<file path="src/rtl/npu_conv_seq.sv">
// Convolution sequencer: walks a 3x3 window over a runtime-sized feature map,
// issues the per-position channel steps and counts returning outputs until done.
module npu_conv_seq #(
    parameter int WIDTH_B   = 7,
    parameter int HEIGHT_B  = 3,
    parameter int STEP_B    = 3,
    parameter int OUT_CH    = 8,
    parameter int DRAIN_MAX = 64
) (
    input  logic                  clk,
    input  logic                  reset,
    input  logic                  start,
    input  logic [WIDTH_B-1:0]    cfg_last_w,
    input  logic [HEIGHT_B-1:0]   cfg_last_h,
    input  logic                  cfg_stride2,
    input  logic [STEP_B-1:0]     cfg_steps,
    input  logic                  cfg_relu,
    input  logic                  cfg_mp,
    input  logic                  hold,
    input  logic [OUT_CH-1:0]     out_en,
    output logic [WIDTH_B*9-1:0]  readi_w,
    output logic [HEIGHT_B*9-1:0] readi_h,
    output logic [8:0]            en_read,
    output logic                  en_bias,
    output logic [STEP_B-1:0]     step,
    output logic                  en_pe,
    output logic [STEP_B-1:0]     step_p,
    output logic [STEP_B-1:0]     bound_level,
    output logic                  en_relu,
    output logic                  en_mp,
    output logic                  busy,
    output logic                  done,
    output logic                  err
);
    localparam int CNT_B = WIDTH_B + HEIGHT_B;
    localparam int DRN_B = $clog2(DRAIN_MAX + 1);

    typedef enum logic [2:0] {
        ST_IDLE  = 3'd0,
        ST_CHECK = 3'd1,
        ST_ISSUE = 3'd2,
        ST_DRAIN = 3'd3,
        ST_DONE  = 3'd4
    } state_t;

    state_t state_q, state_d;

    logic [WIDTH_B-1:0]    last_w_q, last_w_d;
    logic [HEIGHT_B-1:0]   last_h_q, last_h_d;
    logic                  stride2_q, stride2_d;
    logic [STEP_B-1:0]     steps_q, steps_d;
    logic                  relu_q, relu_d;
    logic                  mp_q, mp_d;
    logic [WIDTH_B-1:0]    ox_q, ox_d;
    logic [HEIGHT_B-1:0]   oy_q, oy_d;
    logic [STEP_B-1:0]     s_q, s_d;
    logic [CNT_B-1:0]      cnt_q, cnt_d;
    logic [DRN_B-1:0]      drn_q, drn_d;
    logic                  err_q, err_d;

    logic [WIDTH_B*9-1:0]  rw_q, rw_d;
    logic [HEIGHT_B*9-1:0] rh_q, rh_d;
    logic [8:0]            ren_q, ren_d;
    logic                  bias_q, bias_d;
    logic [STEP_B-1:0]     stp_q, stp_d;
    logic                  pe_q, pe_d;
    logic                  busy_q, busy_d;
    logic                  done_q, done_d;

    logic [WIDTH_B-1:0]    span_w_s, last_ox_s, base_w_s;
    logic [HEIGHT_B-1:0]   span_h_s, last_oy_s, base_h_s;
    logic [CNT_B-1:0]      n_out_s;
    logic                  cfg_bad_s, beat_s, pos_end_s, row_end_s, last_beat_s;
    logic                  cnt_full_s, drain_to_s;

    // Window geometry derived from the latched config plus loop-end flags.
    always_comb begin
        span_w_s    = last_w_q - WIDTH_B'(2);
        span_h_s    = last_h_q - HEIGHT_B'(2);
        last_ox_s   = stride2_q ? {1'b0, span_w_s[WIDTH_B-1:1]} : span_w_s;
        last_oy_s   = stride2_q ? {1'b0, span_h_s[HEIGHT_B-1:1]} : span_h_s;
        base_w_s    = stride2_q ? {ox_q[WIDTH_B-2:0], 1'b0} : ox_q;
        base_h_s    = stride2_q ? {oy_q[HEIGHT_B-2:0], 1'b0} : oy_q;
        n_out_s     = (CNT_B'(last_ox_s) + CNT_B'(1)) * (CNT_B'(last_oy_s) + CNT_B'(1));
        cfg_bad_s   = (last_w_q < WIDTH_B'(2)) || (last_h_q < HEIGHT_B'(2));
        beat_s      = (state_q == ST_ISSUE) && !hold;
        pos_end_s   = (s_q == steps_q);
        row_end_s   = pos_end_s && (ox_q == last_ox_s);
        last_beat_s = beat_s && row_end_s && (oy_q == last_oy_s);
        cnt_full_s  = (cnt_q == n_out_s);
        drain_to_s  = (drn_q == DRN_B'(DRAIN_MAX - 1));
    end

    // State register.
    always_ff @(posedge clk or posedge reset) begin
        if (reset) begin
            state_q <= ST_IDLE;
        end else begin
            state_q <= state_d;
        end
    end

    // Next-state logic.
    always_comb begin
        state_d = state_q;
        case (state_q)
            ST_IDLE:  state_d = start ? ST_CHECK : ST_IDLE;
            ST_CHECK: state_d = cfg_bad_s ? ST_DONE : ST_ISSUE;
            ST_ISSUE: state_d = last_beat_s ? ST_DRAIN : ST_ISSUE;
            ST_DRAIN: state_d = (cnt_full_s || drain_to_s) ? ST_DONE : ST_DRAIN;
            ST_DONE:  state_d = ST_IDLE;
            default:  state_d = ST_IDLE;
        endcase
    end

    // Config latch, window/step counters, output counter, drain timer, error flag.
    always_comb begin
        last_w_d  = last_w_q;
        last_h_d  = last_h_q;
        stride2_d = stride2_q;
        steps_d   = steps_q;
        relu_d    = relu_q;
        mp_d      = mp_q;
        ox_d      = ox_q;
        oy_d      = oy_q;
        s_d       = s_q;
        cnt_d     = cnt_q;
        drn_d     = drn_q;
        err_d     = err_q;
        if ((state_q == ST_IDLE) && start) begin
            last_w_d  = cfg_last_w;
            last_h_d  = cfg_last_h;
            stride2_d = cfg_stride2;
            steps_d   = cfg_steps;
            relu_d    = cfg_relu;
            mp_d      = cfg_mp;
            ox_d      = '0;
            oy_d      = '0;
            s_d       = '0;
            cnt_d     = '0;
            drn_d     = '0;
            err_d     = 1'b0;
        end else begin
            if (beat_s && !pos_end_s) begin
                s_d = s_q + STEP_B'(1);
            end else if (beat_s && !row_end_s) begin
                s_d  = '0;
                ox_d = ox_q + WIDTH_B'(1);
            end else if (beat_s) begin
                s_d  = '0;
                ox_d = '0;
                oy_d = oy_q + HEIGHT_B'(1);
            end else begin
                s_d = s_q;
            end
            // Count saturates at N; an early finish is noticed on DRAIN entry.
            if (((state_q == ST_ISSUE) || (state_q == ST_DRAIN)) && (|out_en) && !cnt_full_s) begin
                cnt_d = cnt_q + CNT_B'(1);
            end else begin
                cnt_d = cnt_q;
            end
            if (state_q == ST_DRAIN) begin
                drn_d = drn_q + DRN_B'(1);
            end else begin
                drn_d = drn_q;
            end
            if ((state_q == ST_CHECK) && cfg_bad_s) begin
                err_d = 1'b1;
            end else if ((state_q == ST_DRAIN) && !cnt_full_s && drain_to_s) begin
                err_d = 1'b1;
            end else begin
                err_d = err_q;
            end
        end
    end

    // Datapath registers.
    always_ff @(posedge clk or posedge reset) begin
        if (reset) begin
            last_w_q  <= '0;
            last_h_q  <= '0;
            stride2_q <= 1'b0;
            steps_q   <= '0;
            relu_q    <= 1'b0;
            mp_q      <= 1'b0;
            ox_q      <= '0;
            oy_q      <= '0;
            s_q       <= '0;
            cnt_q     <= '0;
            drn_q     <= '0;
            err_q     <= 1'b0;
        end else begin
            last_w_q  <= last_w_d;
            last_h_q  <= last_h_d;
            stride2_q <= stride2_d;
            steps_q   <= steps_d;
            relu_q    <= relu_d;
            mp_q      <= mp_d;
            ox_q      <= ox_d;
            oy_q      <= oy_d;
            s_q       <= s_d;
            cnt_q     <= cnt_d;
            drn_q     <= drn_d;
            err_q     <= err_d;
        end
    end

    // Output decode: a beat presents its taps the cycle after it is issued; stalls hold addresses.
    always_comb begin
        rw_d = rw_q;
        rh_d = rh_q;
        stp_d = stp_q;
        ren_d = 9'h000;
        bias_d = 1'b0;
        pe_d = 1'b0;
        if (beat_s) begin
            for (int i = 0; i < 3; i++) begin
                for (int j = 0; j < 3; j++) begin
                    rw_d[(8 - (3 * i + j)) * WIDTH_B +: WIDTH_B]   = base_w_s + WIDTH_B'(j);
                    rh_d[(8 - (3 * i + j)) * HEIGHT_B +: HEIGHT_B] = base_h_s + HEIGHT_B'(i);
                end
            end
            ren_d  = 9'h1FF;
            bias_d = (s_q == STEP_B'(0));
            pe_d   = 1'b1;
            stp_d  = s_q;
        end else begin
            ren_d  = 9'h000;
            bias_d = 1'b0;
            pe_d   = 1'b0;
        end
        busy_d = (state_d == ST_CHECK) || (state_d == ST_ISSUE) || (state_d == ST_DRAIN);
        done_d = (state_d == ST_DONE);
    end

    // Output registers.
    always_ff @(posedge clk or posedge reset) begin
        if (reset) begin
            rw_q   <= '0;
            rh_q   <= '0;
            ren_q  <= 9'h000;
            bias_q <= 1'b0;
            stp_q  <= '0;
            pe_q   <= 1'b0;
            busy_q <= 1'b0;
            done_q <= 1'b0;
        end else begin
            rw_q   <= rw_d;
            rh_q   <= rh_d;
            ren_q  <= ren_d;
            bias_q <= bias_d;
            stp_q  <= stp_d;
            pe_q   <= pe_d;
            busy_q <= busy_d;
            done_q <= done_d;
        end
    end

    assign readi_w     = rw_q;
    assign readi_h     = rh_q;
    assign en_read     = ren_q;
    assign en_bias     = bias_q;
    assign step        = stp_q;
    assign step_p      = stp_q;
    assign en_pe       = pe_q;
    assign bound_level = steps_q;
    assign en_relu     = relu_q;
    assign en_mp       = mp_q;
    assign busy        = busy_q;
    assign done        = done_q;
    assign err         = err_q;
endmodule

</file>
<file path="config.mk">
export PLATFORM = sky130hd
export DESIGN_NAME = npu_conv_seq
export DESIGN_NICKNAME = d
export VERILOG_FILES = /design/src/rtl/npu_conv_seq.sv
export SDC_FILE = /design/constraint.sdc
export NUM_CORES = 1
export LEC_CHECK = 0
export ABC_AREA = 1
export BUFFER_PORTS_ARGS = -buffer_cell sky130_fd_sc_hd__buf_4
export CAP_MARGIN = 15
export CORE_MARGIN = 2
export CORE_UTILIZATION = 55
export CTS_CLUSTER_DIAMETER = 30
export DETAILED_ROUTE_END_ITERATION = 10
export PLACE_DENSITY = 0.78
export SLEW_MARGIN = 20
export SYNTH_ARGS = -nofsm -noshare
export SYNTH_HDL_FRONTEND = slang
export SYNTH_SLANG_ARGS = --single-unit
</file>
<file path="constraint.sdc">
create_clock -name clk -period 6.5 [get_ports clk]
set_clock_uncertainty 0.15 [all_clocks]
set_input_delay 0.975 -clock clk [delete_from_list [all_inputs] [get_ports clk]]
set_output_delay 0.975 -clock clk [all_outputs]
set_load 0.03 [all_outputs]
</file>
==> flow_summary.json <==
{
  "run_status": "complete, no violations",
  "syn_avg_cell_area_um2": 7.70,
  "dpl_cell_area_um2": 6820,
  "grt_start_max_net_pins": 86,
  "cts_tree": "done",
  "area_growth_pct": 15.0,
  "first_global_vias": 4808,
  "port-buffer-count": 142,
  "timing.final.crit_share_pct": 82.5,
  "synth_fp_nets": 871,
  "drive_gt1_share_pct": 23.1,
  "wl_per_cell_um": 12.9,
  "design_area_um2": 7140,
  "clkTransAtPathRegs_ps": 70,
  "crit_path_start_kind": "flop",
  "clk_latency_ps": 340,
  "worst_slew_pin_slew_ps": 1010,
  "fin_crit_ps": 5360,
  "hold_buffers": 0,
  "synth_top_area_cell": "dfrtp_1",
  "synth_area_um2": 6210,
  "yosysSeqAreaShare_pct": 34.2,
  "dp_cells": 1000,
  "cts_max_path_buffers": 2,
  "synthCells": 807,
  "yosys_register_bits": 85,
  "nFillCells": 939,
  "cts-root-buf": "clkbuf_16",
  "fin_cells": 1015,
  "synth_top_cells_by_area": "dfrtp_1, nand2_1, buf_4",
  "antenna_found_initial": 0,
  "firstDrtPassIters": 5,
  "synthFlopType": "dfrtp_1",
  "die-area_um2": 12200,
  "postCtsSetupBuffers": 0,
  "relSlewSlack_pct": 32.8,
  "dp.final_hpwl_um": 9930,
  "critPathMaxStageDelay_ps": 550,
  "max_cap_viol_count": 0,
  "via_count": 5251,
  "routed_wl_um": 13100,
  "final_cell_mix": "nand2_1, buf_4, inv_1, dfrtp_1, nor2_1",
  "viasPerCell": 5.17,
  "drv_slew": 0,
  "fin_nets": 935,
  "synth.distinct_cells": 45,
  "die_y_um": 110,
  "numCtsBuffers": 9,
  "arrival_ps": 5490,
  "grt_pass1_wl_um": 21800,
  "rows": 38,
  "synth_edf_count": 0,
  "fmax_mhz": 186,
  "p_leak_uw": 0.00390,
  "p_per_area_nw_per_um2": 261,
  "setup_tns_ps": 0,
  "netlist.area_leader.share_pct": 34.2,
  "diodes": 0,
  "hold_violations": 0,
  "grt.total_usage_pct": 22.5,
  "die_w_um": 110,
  "cp_slowest_cell": "fa_1",
  "peakVddDrop_mv": 0.223,
  "grt-ovfl-total": 0,
  "crit_fanout": 14,
  "drt_drc_violations_left": 0,
  "end_kind": "flop",
  "initial_core_util_pct": 56.8,
  "ant_nets": 0,
  "clock-sinks": 85,
  "async_reset_ff_share_pct": 100,
  "coreArea_um2": 10900,
  "critPathRequiredTime_ps": 6620,
  "htreeDepth": 3,
  "path_class": "flop to flop",
  "synth_warnings": 0,
  "drt_iter0_markers": 317,
  "layout_commonest_cell": "nand2_1",
  "cts_resized": 0,
  "rsz0062_at_grt": "false",
  "setup_violations": 0,
  "utilization_pct": 65.3,
  "dp_slack_ps": 1230,
  "gp_congestion": 0.876,
  "hold_class": "flop to flop",
  "setup_slack_ps": 1140,
  "ios": 143
}
critical path, delay by kind of cell, from the launching register on:
kind / cells / cell delay [ps]
flops: 1 / 380
buf+inv: 6 / 650
simple gates: 13 / 1450
compound gates: 2 / 600
xor+xnor: 2 / 530
fa+ha+maj: 4 / 1540
Yosys cell counts, types with 9 or more instances:
| cell type | count |
|---|---|
| xor2_1 | 26 |
| nand4_1 | 15 |
| nand3_1 | 52 |
| ha_1 | 24 |
| xnor2_1 | 9 |
| fa_1 | 12 |
| o21ai_0 | 45 |
| buf_4 | 76 |
| nor2_1 | 54 |
| inv_1 | 106 |
| dfrtp_1 | 85 |
| nand2_1 | 191 |
| a21oi_1 | 21 |
| clkbuf_1 | 13 |
routing by layer:
metal | GRT usage, % | share of wire [%]
met4 | 5.63 | 1.2
met1 | 28.2 | 43
met3 | 4.59 | 5.6
met2 | 39.9 | 50
met5 | 0 | 0
layout make-up:
cell class	count	area [µm²]	area share, %
repair buffers	147	1110	15.5
flip-flops and latches	85	2130	29.8
inverters	111	418	5.85
clock inverters	6	93.8	1.31
well taps	140	175	2.45
clock buffers	9	225	3.15
multi-input cells	517	3000	42.0
path summary, 6_finish.rpt:
check / start / end / slack [ps] / depth (start not counted)
setup / recovery: stride2_q / cnt_q[5] / 1140 / 27
hold / removal: en_mp / en_mp / 330 / 2
setup reg to reg: stride2_q / cnt_q[5] / 1140 / 27
hold reg to reg: en_mp / en_mp / 330 / 2
max in group asynchronous: reset / readi_w[55] / 4990 / 3
min in group asynchronous: reset / drn_q[2] / 660 / 3
per-stage QoR:
step / total power (µW) / hold slack, ps
3_5_place_dp: 1320 / 321
6_report: 1860 / 333
5_1_grt: 1970 / 376
3_3_place_gp: 1300 / 313
2_1_floorplan: 1170 / 299
4_1_cts: 1880 / 339
where the power goes:
group          switching (µW)  total [µW]  internal, µW
clock                     224         562           338
sequential               93.1         698           605
combinational             376         604           228
logic make-up after synthesis:
group,after synthesis,synth area share [%]
and+or+nand+nor,355,26.2
adders and majority gates,36,8.70
AOI/OAI and AO/OA,90,8.16
DFF,85,34.2
xor gates and xnor gates,36,5.20
buffers and inverters,205,17.5
state kept, by name, summed over array words and instances (netlist names):
name	flops
ox_q	7
step	3
stride2_q	1
bound_level	3
drn_q	7
readi_h	8
cnt_q	10
en_read	1
done	1
last_w_q	7
en_bias	1
busy	1
en_relu	1
readi_w	20
s_q	3
last_h_q	3
err	1
oy_q	3
state_q	3
en_mp	1
Note: power is estimated with default switching activity, not from simulation.
